**src/rtl/serial_uart_bridge.sv**
```systemverilog
// serial_uart_bridge: joins the processor's byte-wide serial ports to an 8N1 UART line.
// The RX path is a synchroniser, a deserialiser FSM and a first-word-fall-through FIFO.
// The TX path is a FIFO drained by a serialiser FSM that can send frames back-to-back.
module serial_uart_bridge #(
    parameter int CLKS_PER_BIT = 434,
    parameter int FIFO_AW      = 4
) (
    input  logic       clock,
    input  logic       reset,
    input  logic       uart_rx_in,
    output logic       uart_tx_out,
    output logic [7:0] rx_data_out,
    output logic       rx_valid_out,
    input  logic       rx_rden_in,
    input  logic [7:0] tx_data_in,
    input  logic       tx_wren_in,
    output logic       tx_ready_out,
    input  logic       err_clear_in,
    output logic       rx_overrun_out,
    output logic       frame_err_out
);
    localparam int CW    = $clog2(CLKS_PER_BIT);
    localparam int DEPTH = 1 << FIFO_AW;
    localparam logic [CW-1:0]      BIT_LAST  = CW'(CLKS_PER_BIT - 1);
    localparam logic [CW-1:0]      HALF_LAST = CW'(CLKS_PER_BIT / 2 - 1);
    localparam logic [CW-1:0]      CNT_ONE   = {{(CW-1){1'b0}}, 1'b1};
    localparam logic [FIFO_AW:0]   PTR_ONE   = {{FIFO_AW{1'b0}}, 1'b1};

    typedef enum logic [1:0] {
        ST_IDLE  = 2'd0,
        ST_START = 2'd1,
        ST_DATA  = 2'd2,
        ST_STOP  = 2'd3
    } uart_state_t;

    // ---------------- RX path ----------------
    logic              rx_meta_r, rx_sync_r;
    uart_state_t       rx_state_r, rx_state_s;
    logic [CW-1:0]     rx_cnt_r, rx_cnt_s;
    logic [2:0]        rx_bit_r, rx_bit_s;
    logic [7:0]        rx_shift_r, rx_shift_s;
    logic              rx_push_s, frame_set_s;
    logic [FIFO_AW:0]  rx_wr_ptr_r, rx_rd_ptr_r;
    logic [7:0]        rx_mem_r [DEPTH];
    logic              rx_empty_s, rx_full_s, rx_pop_s, rx_wr_s, overrun_set_s;

    // Two-flop synchroniser for the asynchronous line; idles high.
    always_ff @(posedge clock or posedge reset) begin
        if (reset) begin
            rx_meta_r <= 1'b1;
            rx_sync_r <= 1'b1;
        end else begin
            rx_meta_r <= uart_rx_in;
            rx_sync_r <= rx_meta_r;
        end
    end

    // RX FSM state and datapath registers.
    always_ff @(posedge clock or posedge reset) begin
        if (reset) begin
            rx_state_r <= ST_IDLE;
            rx_cnt_r   <= '0;
            rx_bit_r   <= 3'd0;
            rx_shift_r <= 8'h00;
        end else begin
            rx_state_r <= rx_state_s;
            rx_cnt_r   <= rx_cnt_s;
            rx_bit_r   <= rx_bit_s;
            rx_shift_r <= rx_shift_s;
        end
    end

    // RX next state: mid-bit sampling, glitch rejection on the start bit, stop-bit check.
    always_comb begin
        rx_state_s  = rx_state_r;
        rx_cnt_s    = rx_cnt_r;
        rx_bit_s    = rx_bit_r;
        rx_shift_s  = rx_shift_r;
        rx_push_s   = 1'b0;
        frame_set_s = 1'b0;
        case (rx_state_r)
            ST_IDLE: begin
                if (!rx_sync_r) begin
                    rx_state_s = ST_START;
                    rx_cnt_s   = '0;
                end else begin
                    rx_cnt_s   = '0;
                end
            end
            ST_START: begin
                if (rx_cnt_r == HALF_LAST) begin
                    rx_cnt_s = '0;
                    rx_bit_s = 3'd0;
                    if (!rx_sync_r) begin
                        rx_state_s = ST_DATA;
                    end else begin
                        rx_state_s = ST_IDLE;
                    end
                end else begin
                    rx_cnt_s = rx_cnt_r + CNT_ONE;
                end
            end
            ST_DATA: begin
                if (rx_cnt_r == BIT_LAST) begin
                    rx_cnt_s   = '0;
                    rx_shift_s = {rx_sync_r, rx_shift_r[7:1]};
                    if (rx_bit_r == 3'd7) begin
                        rx_state_s = ST_STOP;
                    end else begin
                        rx_bit_s = rx_bit_r + 3'd1;
                    end
                end else begin
                    rx_cnt_s = rx_cnt_r + CNT_ONE;
                end
            end
            ST_STOP: begin
                if (rx_cnt_r == BIT_LAST) begin
                    rx_cnt_s   = '0;
                    rx_state_s = ST_IDLE;
                    if (rx_sync_r) begin
                        rx_push_s = 1'b1;
                    end else begin
                        frame_set_s = 1'b1;
                    end
                end else begin
                    rx_cnt_s = rx_cnt_r + CNT_ONE;
                end
            end
            default: begin
                rx_state_s = ST_IDLE;
                rx_cnt_s   = '0;
            end
        endcase
    end

    assign rx_empty_s    = (rx_wr_ptr_r == rx_rd_ptr_r);
    assign rx_full_s     = (rx_wr_ptr_r[FIFO_AW] != rx_rd_ptr_r[FIFO_AW]) &&
                           (rx_wr_ptr_r[FIFO_AW-1:0] == rx_rd_ptr_r[FIFO_AW-1:0]);
    assign rx_pop_s      = rx_rden_in && !rx_empty_s;
    assign rx_wr_s       = rx_push_s && (!rx_full_s || rx_pop_s);
    assign overrun_set_s = rx_push_s && rx_full_s && !rx_pop_s;
    assign rx_valid_out  = !rx_empty_s;
    assign rx_data_out   = rx_empty_s ? 8'h00 : rx_mem_r[rx_rd_ptr_r[FIFO_AW-1:0]];

    // RX FIFO pointers; the extra MSB tells full from empty.
    always_ff @(posedge clock or posedge reset) begin
        if (reset) begin
            rx_wr_ptr_r <= '0;
            rx_rd_ptr_r <= '0;
        end else begin
            if (rx_wr_s) rx_wr_ptr_r <= rx_wr_ptr_r + PTR_ONE;
            if (rx_pop_s) rx_rd_ptr_r <= rx_rd_ptr_r + PTR_ONE;
        end
    end

    // RX FIFO storage; contents are only observable through a valid head.
    always_ff @(posedge clock) begin
        if (rx_wr_s) rx_mem_r[rx_wr_ptr_r[FIFO_AW-1:0]] <= rx_shift_r;
    end

    // Sticky error flags; a clear wins over a same-cycle set.
    always_ff @(posedge clock or posedge reset) begin
        if (reset) begin
            rx_overrun_out <= 1'b0;
            frame_err_out  <= 1'b0;
        end else if (err_clear_in) begin
            rx_overrun_out <= 1'b0;
            frame_err_out  <= 1'b0;
        end else begin
            if (overrun_set_s) rx_overrun_out <= 1'b1;
            if (frame_set_s)   frame_err_out  <= 1'b1;
        end
    end

    // ---------------- TX path ----------------
    logic [FIFO_AW:0]  tx_wr_ptr_r, tx_rd_ptr_r;
    logic [7:0]        tx_mem_r [DEPTH];
    logic              tx_empty_s, tx_full_s, tx_pop_s, tx_wr_s;
    logic [7:0]        tx_head_s;
    uart_state_t       tx_state_r, tx_state_s;
    logic [CW-1:0]     tx_cnt_r, tx_cnt_s;
    logic [2:0]        tx_bit_r, tx_bit_s;
    logic [7:0]        tx_shift_r, tx_shift_s;
    logic              tx_line_r, tx_line_s;

    assign tx_empty_s   = (tx_wr_ptr_r == tx_rd_ptr_r);
    assign tx_full_s    = (tx_wr_ptr_r[FIFO_AW] != tx_rd_ptr_r[FIFO_AW]) &&
                          (tx_wr_ptr_r[FIFO_AW-1:0] == tx_rd_ptr_r[FIFO_AW-1:0]);
    assign tx_wr_s      = tx_wren_in && (!tx_full_s || tx_pop_s);
    assign tx_head_s    = tx_mem_r[tx_rd_ptr_r[FIFO_AW-1:0]];
    assign tx_ready_out = !tx_full_s;
    assign uart_tx_out  = tx_line_r;

    // TX FIFO pointers.
    always_ff @(posedge clock or posedge reset) begin
        if (reset) begin
            tx_wr_ptr_r <= '0;
            tx_rd_ptr_r <= '0;
        end else begin
            if (tx_wr_s)  tx_wr_ptr_r <= tx_wr_ptr_r + PTR_ONE;
            if (tx_pop_s) tx_rd_ptr_r <= tx_rd_ptr_r + PTR_ONE;
        end
    end

    // TX FIFO storage.
    always_ff @(posedge clock) begin
        if (tx_wr_s) tx_mem_r[tx_wr_ptr_r[FIFO_AW-1:0]] <= tx_data_in;
    end

    // TX FSM state, shifter and the registered line driver.
    always_ff @(posedge clock or posedge reset) begin
        if (reset) begin
            tx_state_r <= ST_IDLE;
            tx_cnt_r   <= '0;
            tx_bit_r   <= 3'd0;
            tx_shift_r <= 8'h00;
            tx_line_r  <= 1'b1;
        end else begin
            tx_state_r <= tx_state_s;
            tx_cnt_r   <= tx_cnt_s;
            tx_bit_r   <= tx_bit_s;
            tx_shift_r <= tx_shift_s;
            tx_line_r  <= tx_line_s;
        end
    end

    // TX next state: the line value for each bit is set on the edge that starts it.
    always_comb begin
        tx_state_s = tx_state_r;
        tx_cnt_s   = tx_cnt_r;
        tx_bit_s   = tx_bit_r;
        tx_shift_s = tx_shift_r;
        tx_line_s  = tx_line_r;
        tx_pop_s   = 1'b0;
        case (tx_state_r)
            ST_IDLE: begin
                tx_cnt_s = '0;
                if (!tx_empty_s) begin
                    tx_pop_s   = 1'b1;
                    tx_shift_s = tx_head_s;
                    tx_line_s  = 1'b0;
                    tx_state_s = ST_START;
                end else begin
                    tx_line_s  = 1'b1;
                end
            end
            ST_START: begin
                if (tx_cnt_r == BIT_LAST) begin
                    tx_cnt_s   = '0;
                    tx_bit_s   = 3'd0;
                    tx_line_s  = tx_shift_r[0];
                    tx_state_s = ST_DATA;
                end else begin
                    tx_cnt_s = tx_cnt_r + CNT_ONE;
                end
            end
            ST_DATA: begin
                if (tx_cnt_r == BIT_LAST) begin
                    tx_cnt_s = '0;
                    if (tx_bit_r == 3'd7) begin
                        tx_line_s  = 1'b1;
                        tx_state_s = ST_STOP;
                    end else begin
                        tx_bit_s   = tx_bit_r + 3'd1;
                        tx_line_s  = tx_shift_r[1];
                        tx_shift_s = {1'b0, tx_shift_r[7:1]};
                    end
                end else begin
                    tx_cnt_s = tx_cnt_r + CNT_ONE;
                end
            end
            ST_STOP: begin
                if (tx_cnt_r == BIT_LAST) begin
                    tx_cnt_s = '0;
                    if (!tx_empty_s) begin
                        tx_pop_s   = 1'b1;
                        tx_shift_s = tx_head_s;
                        tx_line_s  = 1'b0;
                        tx_state_s = ST_START;
                    end else begin
                        tx_state_s = ST_IDLE;
                    end
                end else begin
                    tx_cnt_s = tx_cnt_r + CNT_ONE;
                end
            end
            default: begin
                tx_state_s = ST_IDLE;
                tx_line_s  = 1'b1;
            end
        endcase
    end

endmodule
```
**config.mk**
```make
export PLATFORM = sky130hd
export DESIGN_NAME = serial_uart_bridge
export DESIGN_NICKNAME = d
export VERILOG_FILES = /design/src/rtl/serial_uart_bridge.sv
export SDC_FILE = /design/constraint.sdc
export NUM_CORES = 1
export LEC_CHECK = 0
export CAP_MARGIN = 20
export CORE_MARGIN = 5
export CORE_UTILIZATION = 50
export DETAILED_ROUTE_END_ITERATION = 16
export PLACE_DENSITY = 0.69
export SYNTH_ARGS = -nofsm -noshare
export SYNTH_HDL_FRONTEND = slang
export SYNTH_SLANG_ARGS = --single-unit
export TNS_END_PERCENT = 5
```
**constraint.sdc**
```tcl
create_clock -name clock -period 2.3 [get_ports clock]
set_input_delay 0.345 -clock clock [delete_from_list [all_inputs] [get_ports clock]]
set_output_delay 0.345 -clock clock [all_outputs]
set_load 0.02 [all_outputs]
```
[Yosys cells after proc, flatten, opt, wreduce, memory -nomap -nowiden]
Memories as Yosys holds them, arrays and structs flattened.
Cells that the tools add are included.
Storage, ports and cells
  register bits: 69
  memory bits (read-only): 0
  memories kept: 2
  output and inout bits: 13
  bits in writable memories: 256
  input bits: 14
  bits in latches: 0
Operators by class
  div/mod/pow operators: 0
  shift operators: 0
  eq/ne operators: 30
  mux-type cells: 57
  $add $sub $neg: 8
  reductions and logical operators: 29
  $mul: 0
  magnitude comparators: 0
  bitwise operators: 0
Memories
  rx_mem_r: words 16, bits a word 8, read ports 1, clocked after memory_dff 0, wr ports 1, RTL line 44  | logic [7:0] rx_mem_r [DEPTH];
  tx_mem_r: words 16, bits a word 8, read ports 1, clocked after memory_dff 0, wr ports 1, RTL line 177  | logic [7:0] tx_mem_r [DEPTH];
Operators with widths (count)
  8-bit 2-to-1 mux: 5
  9-bit 2-to-1 mux: 3
  9-bit one-hot mux with 3 select lines: 1
  2-bit != test (second input constant): 13
  8-bit one-hot mux with 3 select lines: 1
  1-bit 2-to-1 mux: 23
  2-bit 2-to-1 mux: 11
  5-bit by 1-bit adder with 5-bit output (second input constant): 4
  9-bit by 1-bit adder with 9-bit output (second input constant): 2
  9-bit == test (second input constant): 2
  3-bit 2-to-1 mux: 6
  9-bit one-hot mux with 2 select lines: 1
  2-bit one-hot mux with 4 select lines: 2
  4-bit AND reduction: 4
  3-bit one-hot mux with 2 select lines: 2
  5-bit == test: 2
  5-bit AND reduction: 2
  9-bit by 8-bit == test with 1-bit output (second input constant): 1
  2-bit == test (second input constant): 4
  4-bit == test: 2
  2-bit nonzero test: 4
  1-bit logical AND: 7
  3-bit by 1-bit adder with 3-bit output (second input constant): 2
  3-bit == test (second input constant): 2
  other kinds (11): 18

[Logic depth before layout (Yosys ltp)]
Gate-level depths: netlist of run 1.
  depth after elaboration: 8
  gate-level depth with buffers: 8
  depth with buffers taken out: 7

[Worst setup path before layout of run 1]
OpenSTA, ideal clock, no wires.
  kind: reg-to-reg
  start point: reg rx_cnt_r[1]
  end point: mem rx_mem_r[3][0], enable pin
  stages on the path, launching flop included: 9
  setup time: 0.383 ns
  setup slack: -0.117 ns
  buffers on the path: 1
  data arrival time: 2.034 ns
  path through: dfrtp_1 > inv_1 > ha_1 > and4b_1 > and4_1 > o2111a_1 > buf_2 > nand2_1 > nor3_1
Between the ends
  word-level cells in the longest chain between the ends: 6
RTL lines
  from (decl): RTL line 39  | logic [CW-1:0] rx_cnt_r, rx_cnt_s;
  from (signal assigned): RTL line 67  | rx_cnt_r <= rx_cnt_s;
  9-bit == test: RTL line 117  | if (rx_cnt_r == BIT_LAST) begin
  1-bit 2-to-1 mux: RTL line 117
  1-bit 2-to-1 mux: RTL line 81  | case (rx_state_r)
  1-bit logical AND: RTL line 140  | assign rx_wr_s = rx_push_s && (!rx_full_s || rx_pop_s);
  1-bit 2-to-1 mux: RTL line 158  | if (rx_wr_s) rx_mem_r[rx_wr_ptr_r[FIFO_AW-1:0]] <= rx_shift_r;
  1-bit 2-to-1 mux (not written as such): RTL line 158
  to (decl): RTL line 44
Every way passes these cells.

[Final worst setup path of run 1]
  start point: reg rx_rd_ptr_r[0]
  end point: out rx_data_out[4]
Between the ends
  word-level cells in the longest chain between the ends: 2
  elaborated cells on any way between the ends: 3
  classes of those cells: 1 x eq/ne; 1 x mux; 1 x memory
RTL lines
  from (decl): RTL line 43  | logic [FIFO_AW:0] rx_wr_ptr_r, rx_rd_ptr_r;
  from (signal assigned): RTL line 152  | if (rx_pop_s) rx_rd_ptr_r <= rx_rd_ptr_r + PTR_ONE;
  memory 16 x 8 bit or 5-bit == test (tied branches)
  8-bit 2-to-1 mux (*): RTL line 143  | assign rx_data_out = rx_empty_s ? 8'h00 : rx_mem_r[rx_rd_ptr_r[FIFO_AW-1:0]];
  to (decl): RTL line 12  | output logic [7:0] rx_data_out,
Mark *: on every way between the ends. The rest lies on a longest branch, timed or not.

==> results.json, run 1 <==
{
  "io_buffer_count": 26,
  "starting_density_of_the_core": 0.504,
  "critPathArrivalTime_ns": 2.47,
  "later_pin_clock_latency_in_the_skew_report_ns": 0.52,
  "post-route-util": 0.599,
  "largest_net_degree_at_the_start_of_global_routing": 70,
  "cts_num_sinks": 325,
  "timing.final.crit_period_ns": 2.82,
  "post-route-drc-count": 0,
  "coreArea_um2": 26700,
  "netlist_area_um2": 13500,
  "timing.final.max_slew_violations": 0,
  "grt_setup_unrepaired": "true",
  "cts_tree": "yes",
  "postSynthRegisterBits": 325,
  "drive_above_1_share": 0.275,
  "synth_enable_flop_cells": 256,
  "syn_area_per_cell_um2": 17.3,
  "syn_to_final_growth_pct": 18.6,
  "cts-htree-levels": 2,
  "yosys-top-cells-count": "sky130_fd_sc_hd__edfxtp_1 (256), sky130_fd_sc_hd__mux4_2 (67), sky130_fd_sc_hd__dfrtp_1 (66), sky130_fd_sc_hd__nor2_1 (45), sky130_fd_sc_hd__nand2_1 (30)",
  "fin_area_um2": 16000,
  "crit_path_cell_trace": "buf_4 -> buf_6 -> mux4_2 -> mux4_2 -> and2_1 -> buf_4",
  "regToRegStartpoint": "rx_rd_ptr_r[0]",
  "worst_clock_skew_ns": 0.0283,
  "placedCellCount": 1180,
  "cp-end-kind": "output port",
  "worst_ir_drop_vdd_uv": 588,
  "power.total_uw": 14000,
  "die-height_um": 174,
  "most_numerous_cell_in_the_yosys_netlist": "sky130_fd_sc_hd__edfxtp_1",
  "core.rowCount": 60,
  "power_density_nw_per_um2": 874,
  "antenna_violations_before_repair": 0,
  "critical_path.max_stage_delay_ns": 0.51,
  "leakage_uw": 0.00609,
  "clock_buffer_count_from_cts": 34,
  "failing_checks": "setup timing",
  "detail_route.wl_per_cell_um": 20.9,
  "synthesis.nets": 816,
  "die_area_um2": 30300,
  "startpoint": "rx_rd_ptr_r[0]",
  "cap_violations": 0,
  "post_route_fraction_of_the_period_consumed_by_the_critical_path": 1.22,
  "dpl-instance-area_um2": 14800,
  "clk_root_buffer_cell": "sky130_fd_sc_hd__clkbuf_16",
  "grt_pass1_vias": 7510,
  "critical_path.slowest_cell": "sky130_fd_sc_hd__mux4_2",
  "final-instance-count-excl-fill": 1246,
  "hold_violations": 0,
  "async_reset_ff_frac": 0.212,
  "postSynthCellCount": 778,
  "synth_largest_type_area_fraction": 0.570,
  "nets": 917,
  "synth_top_cell_by_area": "sky130_fd_sc_hd__edfxtp_1",
  "clock.fmax_mhz": 355,
  "synth.yosys.warnings": 0,
  "prevailing_post_synth_register_cell": "sky130_fd_sc_hd__edfxtp_1",
  "first_pass_grt_wire_length_um": 41800,
  "gr-usage-all-layers": 0.174,
  "r2r_cells": 10,
  "detail_route.iter0.violations": 599,
  "place_congestion": 0.803,
  "drt_pass1_iterations": 7,
  "cts_max_path_buffers": 3,
  "num_antenna_cells": 0,
  "routed_via_density": 5.72,
  "dr_total_vias": 7121,
  "worstHoldPathType": "in -> async",
  "synth_seq_area_share": 0.699,
  "status": "finished, violations left",
  "timing_worst_slew_pin_value_ns": 0.665,
  "post_synth_num_cell_types": 61,
  "totalWireLength_um": 26000,
  "clkTransAtPathRegs_ns": 0.06,
  "post_synth_main_area_contributors": "sky130_fd_sc_hd__edfxtp_1 (57%), sky130_fd_sc_hd__dfrtp_1 (12%), sky130_fd_sc_hd__mux4_2 (11%), sky130_fd_sc_hd__ha_1 (2.2%), sky130_fd_sc_hd__xnor2_1 (1.6%)",
  "setup_violating_endpoint_count_in_the_final_report": 11,
  "critical_path_class": "reg -> out",
  "chipWidth_um": 174,
  "place.detailed.hpwl_um": 17500,
  "path_max_fanout": 4,
  "worstSetupStartpointType": "flip-flop",
  "relSlewSlack": 0.554,
  "global_route.overflow_total": 0,
  "setup_slack_ns": -0.515,
  "worstPathRequired_ns": 1.96,
  "antenna_left": 0,
  "boundaryPins": 27
}
## report_power, final
| part | leakage (uW) | internal, uW | switching, uW | total, uW |
|---|---|---|---|---|
| registers | 0.00351 | 6640 | 171 | 6810 |
| logic | 0.00207 | 1090 | 1020 | 2110 |
| clock network | 0.000508 | 2940 | 2120 | 5060 |
## layout make-up
type                    instances  area (um2)
flip-flops and latches        325        9420
repair buffers                 97        1110
well taps                     341         427
fillers                      1912       10700
multi-input cells             403        3930
clock buffers                  48         925
clock inverters                14         113
inverters                      18        70.1
## per-layer routing
metal,wire [um],share of wire,vias to the layer above,track usage
li1,-,-,3241,-
met1,11000,0.42,3667,0.235
met2,13400,0.51,176,0.299
met3,1150,0.044,37,0.0291
met4,489,0.019,0,0.0435
met5,0,0,-,0
## per-stage QoR
step / setup WS [ns] / setup TNS (ns) / hold WS, ns
2_1_floorplan: -0.101 / -3.24 / 0.345
3_3_place_gp: -0.374 / -3.20 / 0.347
3_5_place_dp: -0.395 / -3.39 / 0.353
4_1_cts: -0.541 / -4.66 / 0.224
5_1_grt: -0.582 / -8.35 / 0.247
6_report: -0.515 / -4.06 / 0.219
## cells by family (layout without fill, tap and decap cells)
logic type,count (synthesis),after routing,share of synthesized area
compound gates,70,70,0.0362
xor+xnor,41,41,0.0272
fa+ha+maj,24,24,0.0223
buf+inv,50,177,0.0172
flops,325,325,0.699
mux,90,90,0.130
simple gates,178,178,0.0686
## flip-flops by register name (all words and copies together) (netlist names), 5 cells and up, named ones only
signal / cells
rx_mem_r: 128
tx_mem_r: 128
rx_cnt_r: 9
tx_cnt_r: 9
rx_shift_r: 8
tx_shift_r: 8
rx_rd_ptr_r: 5
rx_wr_ptr_r: 5
tx_rd_ptr_r: 5
tx_wr_ptr_r: 5
## cell usage in the layout (no fill, tap or decap), drive strengths merged, types with 2 or more instances in the layout
cell           count
and3              15
xnor2             26
nor3              20
and4               2
a31oi              2
inv               18
clkinv            13
o22ai             11
nor2              45
dfstp              3
o21ai             17
nand2             31
o22a               4
and2              12
a21oi             14
edfxtp           256
mux2i             12
nor3b              2
mux2              11
or2                3
o21a               3
mux4              67
dfrtp             66
nand2b             6
nor4b              3
nor2b              7
buf               80
nand3             18
a221oi             4
xor2              15
clkdlybuf4s50     16
a22o               2
ha                24
clkbuf            48
nand4              9
## repair_timing
action,in CTS,in global routing
gates resized for setup,53,37
setup endpoints to repair,27,203
hold buffers,0,0
pin swaps,3,9
setup buffers,2,1
cloned,1,0
## final timing paths
path	end	slack, ns
worst min register to register	rx_sync_r	0.36
worst min-delay path	rx_wr_ptr_r[1]	0.22
max in group asynchronous	uart_tx_out	1.70
worst max-delay path	rx_data_out[4]	-0.52
worst max register to register	rx_mem_r[3][0]	0
min in group clock	rx_meta_r	0.27
## worst max-delay path: cells and delay by family (launching register included)
kind,cells,cell delay [ns]
muxes,2,0.98
buffers and inverters,3,0.42
DFF,1,0.39
and+or+nand+nor,1,0.17
(Power assumes the default switching activity.)
==> run 2, diff against run 1 <==
--- a/config.mk
+++ b/config.mk
@@ -9,7 +9,7 @@
 export CORE_MARGIN = 5
 export CORE_UTILIZATION = 50
 export DETAILED_ROUTE_END_ITERATION = 16
-export PLACE_DENSITY = 0.69
+export PLACE_DENSITY = 0.66
 export SYNTH_ARGS = -nofsm -noshare
 export SYNTH_HDL_FRONTEND = slang
 export SYNTH_SLANG_ARGS = --single-unit
==> constraint.sdc (replaced) <==
create_clock -name clock -period 3.56 [get_ports clock]
set_input_delay 0.534 -clock clock [delete_from_list [all_inputs] [get_ports clock]]
set_output_delay 0.534 -clock clock [all_outputs]
set_load 0.02 [all_outputs]
==> run 2 against run 1 <==
- the run now ends clean
- clock power shrank 30%
- wire length grew 1.6%
- flip-flop and latch count is the same
- non-clock buffer count shrank 47
- first-iteration DRC count shrank 11%
- sequential share of layout area grew 2.5 points
- critical path type unchanged
- critical endpoint is now rx_data_out[3]
- largest cell class unchanged
- largest power group unchanged
==> results.json, run 2 (synthesis gave the netlist of run 1 again) <==
{
  "cts_hold_buf": 0,
  "worstHoldPathType": "in -> async",
  "first_pass_grt_wire_length_um": 42000,
  "startpoint": "rx_rd_ptr_r[0]",
  "hold-worst-slack_ns": 0.295,
  "setup_violating_endpoint_count_in_the_final_report": 0,
  "post_route_fraction_of_the_period_consumed_by_the_critical_path": 0.958,
  "syn_to_final_growth_pct": 13.7,
  "num_antenna_cells": 0,
  "crit_path_cell_trace": "buf_12 -> mux4_2 -> mux4_2 -> and2_1 -> clkdlybuf4s50_1",
  "place_congestion": 0.819,
  "path_max_fanout": 36,
  "post-route-drc-count": 0,
  "most-common-layout-cells": "sky130_fd_sc_hd__edfxtp_1 (256), sky130_fd_sc_hd__mux4_2 (67), sky130_fd_sc_hd__dfrtp_1 (64)",
  "drt_pass1_iterations": 6,
  "cts_max_path_buffers": 3,
  "io_buffer_count": 26,
  "clkTransAtPathRegs_ns": 0.06,
  "crit_top_cell": "sky130_fd_sc_hd__mux4_2",
  "critical_path_class": "reg -> out",
  "global_route.overflow_total": 0,
  "cts_tree": "yes",
  "grt_setup_unrepaired": "false",
  "coreArea_um2": 26700,
  "cap_violations": 0,
  "antenna_left": 0,
  "die_area_um2": 30300,
  "timing.setup.tns_ns": 0,
  "hold_violations": 0,
  "dpl-instance-area_um2": 14200,
  "grt_pass1_vias": 7413,
  "area.sequential_um2": 9420,
  "placedCellCount": 1137,
  "cp-end-kind": "output port",
  "critical_path.slowest_cell": "sky130_fd_sc_hd__mux4_2",
  "status": "completed",
  "fin_area_um2": 15300,
  "regToRegStartpoint": "rx_cnt_r[1]",
  "power_density_nw_per_um2": 585,
  "core.rowCount": 60,
  "routed_via_density": 5.83,
  "relSlewSlack": 0.407,
  "cts_num_sinks": 325,
  "area_of_combinational_cells_with_multiple_inputs_um2": 3830,
  "final-instance-count-excl-fill": 1198,
  "antenna_violations_before_repair": 0,
  "detail_route.iter0.violations": 534,
  "timing.final.crit_period_ns": 3.41,
  "leakage_uw": 0.00581,
  "nets": 871,
  "fill_cells": 1992,
  "gr-usage-all-layers": 0.178,
  "place.detailed.hpwl_um": 16900,
  "starting_density_of_the_core": 0.504,
  "chipWidth_um": 174,
  "worst_ir_drop_vdd_uv": 376,
  "boundaryPins": 27,
  "largest_net_degree_at_the_start_of_global_routing": 60,
  "timing.final.max_slew_violations": 0,
  "later_pin_clock_latency_in_the_skew_report_ns": 0.50,
  "clk_root_buffer_cell": "sky130_fd_sc_hd__clkbuf_16",
  "worst_clock_skew_ns": 0.0152,
  "timing_worst_slew_pin_value_ns": 0.886,
  "worstSetupStartpointType": "flip-flop",
  "drive_above_1_share": 0.196,
  "totalWireLength_um": 26400,
  "dr_total_vias": 6981,
  "critPathArrivalTime_ns": 2.88,
  "clock_buffer_count_from_cts": 35,
  "die-height_um": 174,
  "cts-htree-levels": 2,
  "clock.fmax_mhz": 293,
  "critical_path.max_stage_delay_ns": 0.56,
  "final_common_cell": "sky130_fd_sc_hd__edfxtp_1",
  "detail_route.wl_per_cell_um": 22.1,
  "worstPathRequired_ns": 3.03
}
[run 2: cell count changes in the layout (fill, tap and decap cells not counted), moves of 6 or more]
cell,before,now
sky130_fd_sc_hd__buf_4,44,22
sky130_fd_sc_hd__buf_12,20,1
sky130_fd_sc_hd__buf_6,13,1
sky130_fd_sc_hd__clkdlybuf4s50_1,16,24
sky130_fd_sc_hd__and2_1,5,11
sky130_fd_sc_hd__and2_4,7,1
sky130_fd_sc_hd__and3_1,9,15
sky130_fd_sc_hd__and3_4,6,0
sky130_fd_sc_hd__clkbuf_1,13,7
[run 2: repair_timing]
item	4_1_cts	5_1_grt
setup endpoints to repair	0	8
buffers inserted	0	0
resized for setup	0	3
[run 2: cell type report]
cell class,instances,share of cell area
Clock buffer,45,0.0630
Clock inverter,16,0.0104
Inverter,18,0.00441
Multi-Input combinational cell,403,0.250
Sequential cell,325,0.614
Tap cell,341,0.0278
Timing Repair Buffer,50,0.0301
[run 2: metrics by stage]
| stage | total power [uW] | utilization | worst slack [ns] |
|---|---|---|---|
| 2_1_floorplan | 5220 | - | 1.06 |
| 3_3_place_gp | 5470 | 0.531 | 0.634 |
| 3_5_place_dp | 5530 | 0.531 | 0.588 |
| 4_1_cts | 9080 | 0.573 | 0.0527 |
| 5_1_grt | 9340 | 0.574 | 0.0236 |
| 6_report | 8980 | 0.574 | 0.149 |
[run 2: worst max-delay path: cells and delay by family, from the launching register on]
family / cells / cell delay [ns]
buf+inv: 2 / 0.79
flops: 1 / 0.37
simple gates: 1 / 0.16
mux: 2 / 1.02
[run 2: metal layers]
layer / global-route usage / routed length [um] / vias up
li1: - / - / 3144
met1: 0.232 / 10800 / 3607
met2: 0.309 / 13800 / 185
met3: 0.0294 / 1220 / 45
met4: 0.0534 / 651 / 0
met5: 0 / 0 / -
[run 2: path summary, 6_finish.rpt]
path                                       end  slack, ns  cells past startpoint
max in group asynchronous       tx_rd_ptr_r[0]       2.19                      3
worst min-delay path            rx_wr_ptr_r[1]       0.29                      2
worst max-delay path            rx_data_out[3]       0.15                      5
worst max register to register  rx_mem_r[8][6]       0.86                      7
min in group clock                   rx_sync_r       0.36                      0
worst min register to register       rx_sync_r       0.36                      0
[run 2: power breakdown]
group	internal (uW)	switching [uW]	total [uW]
combinational	440	611	1050
clock	2140	1400	3530
sequential	4290	105	4390
total	6860	2110	8980
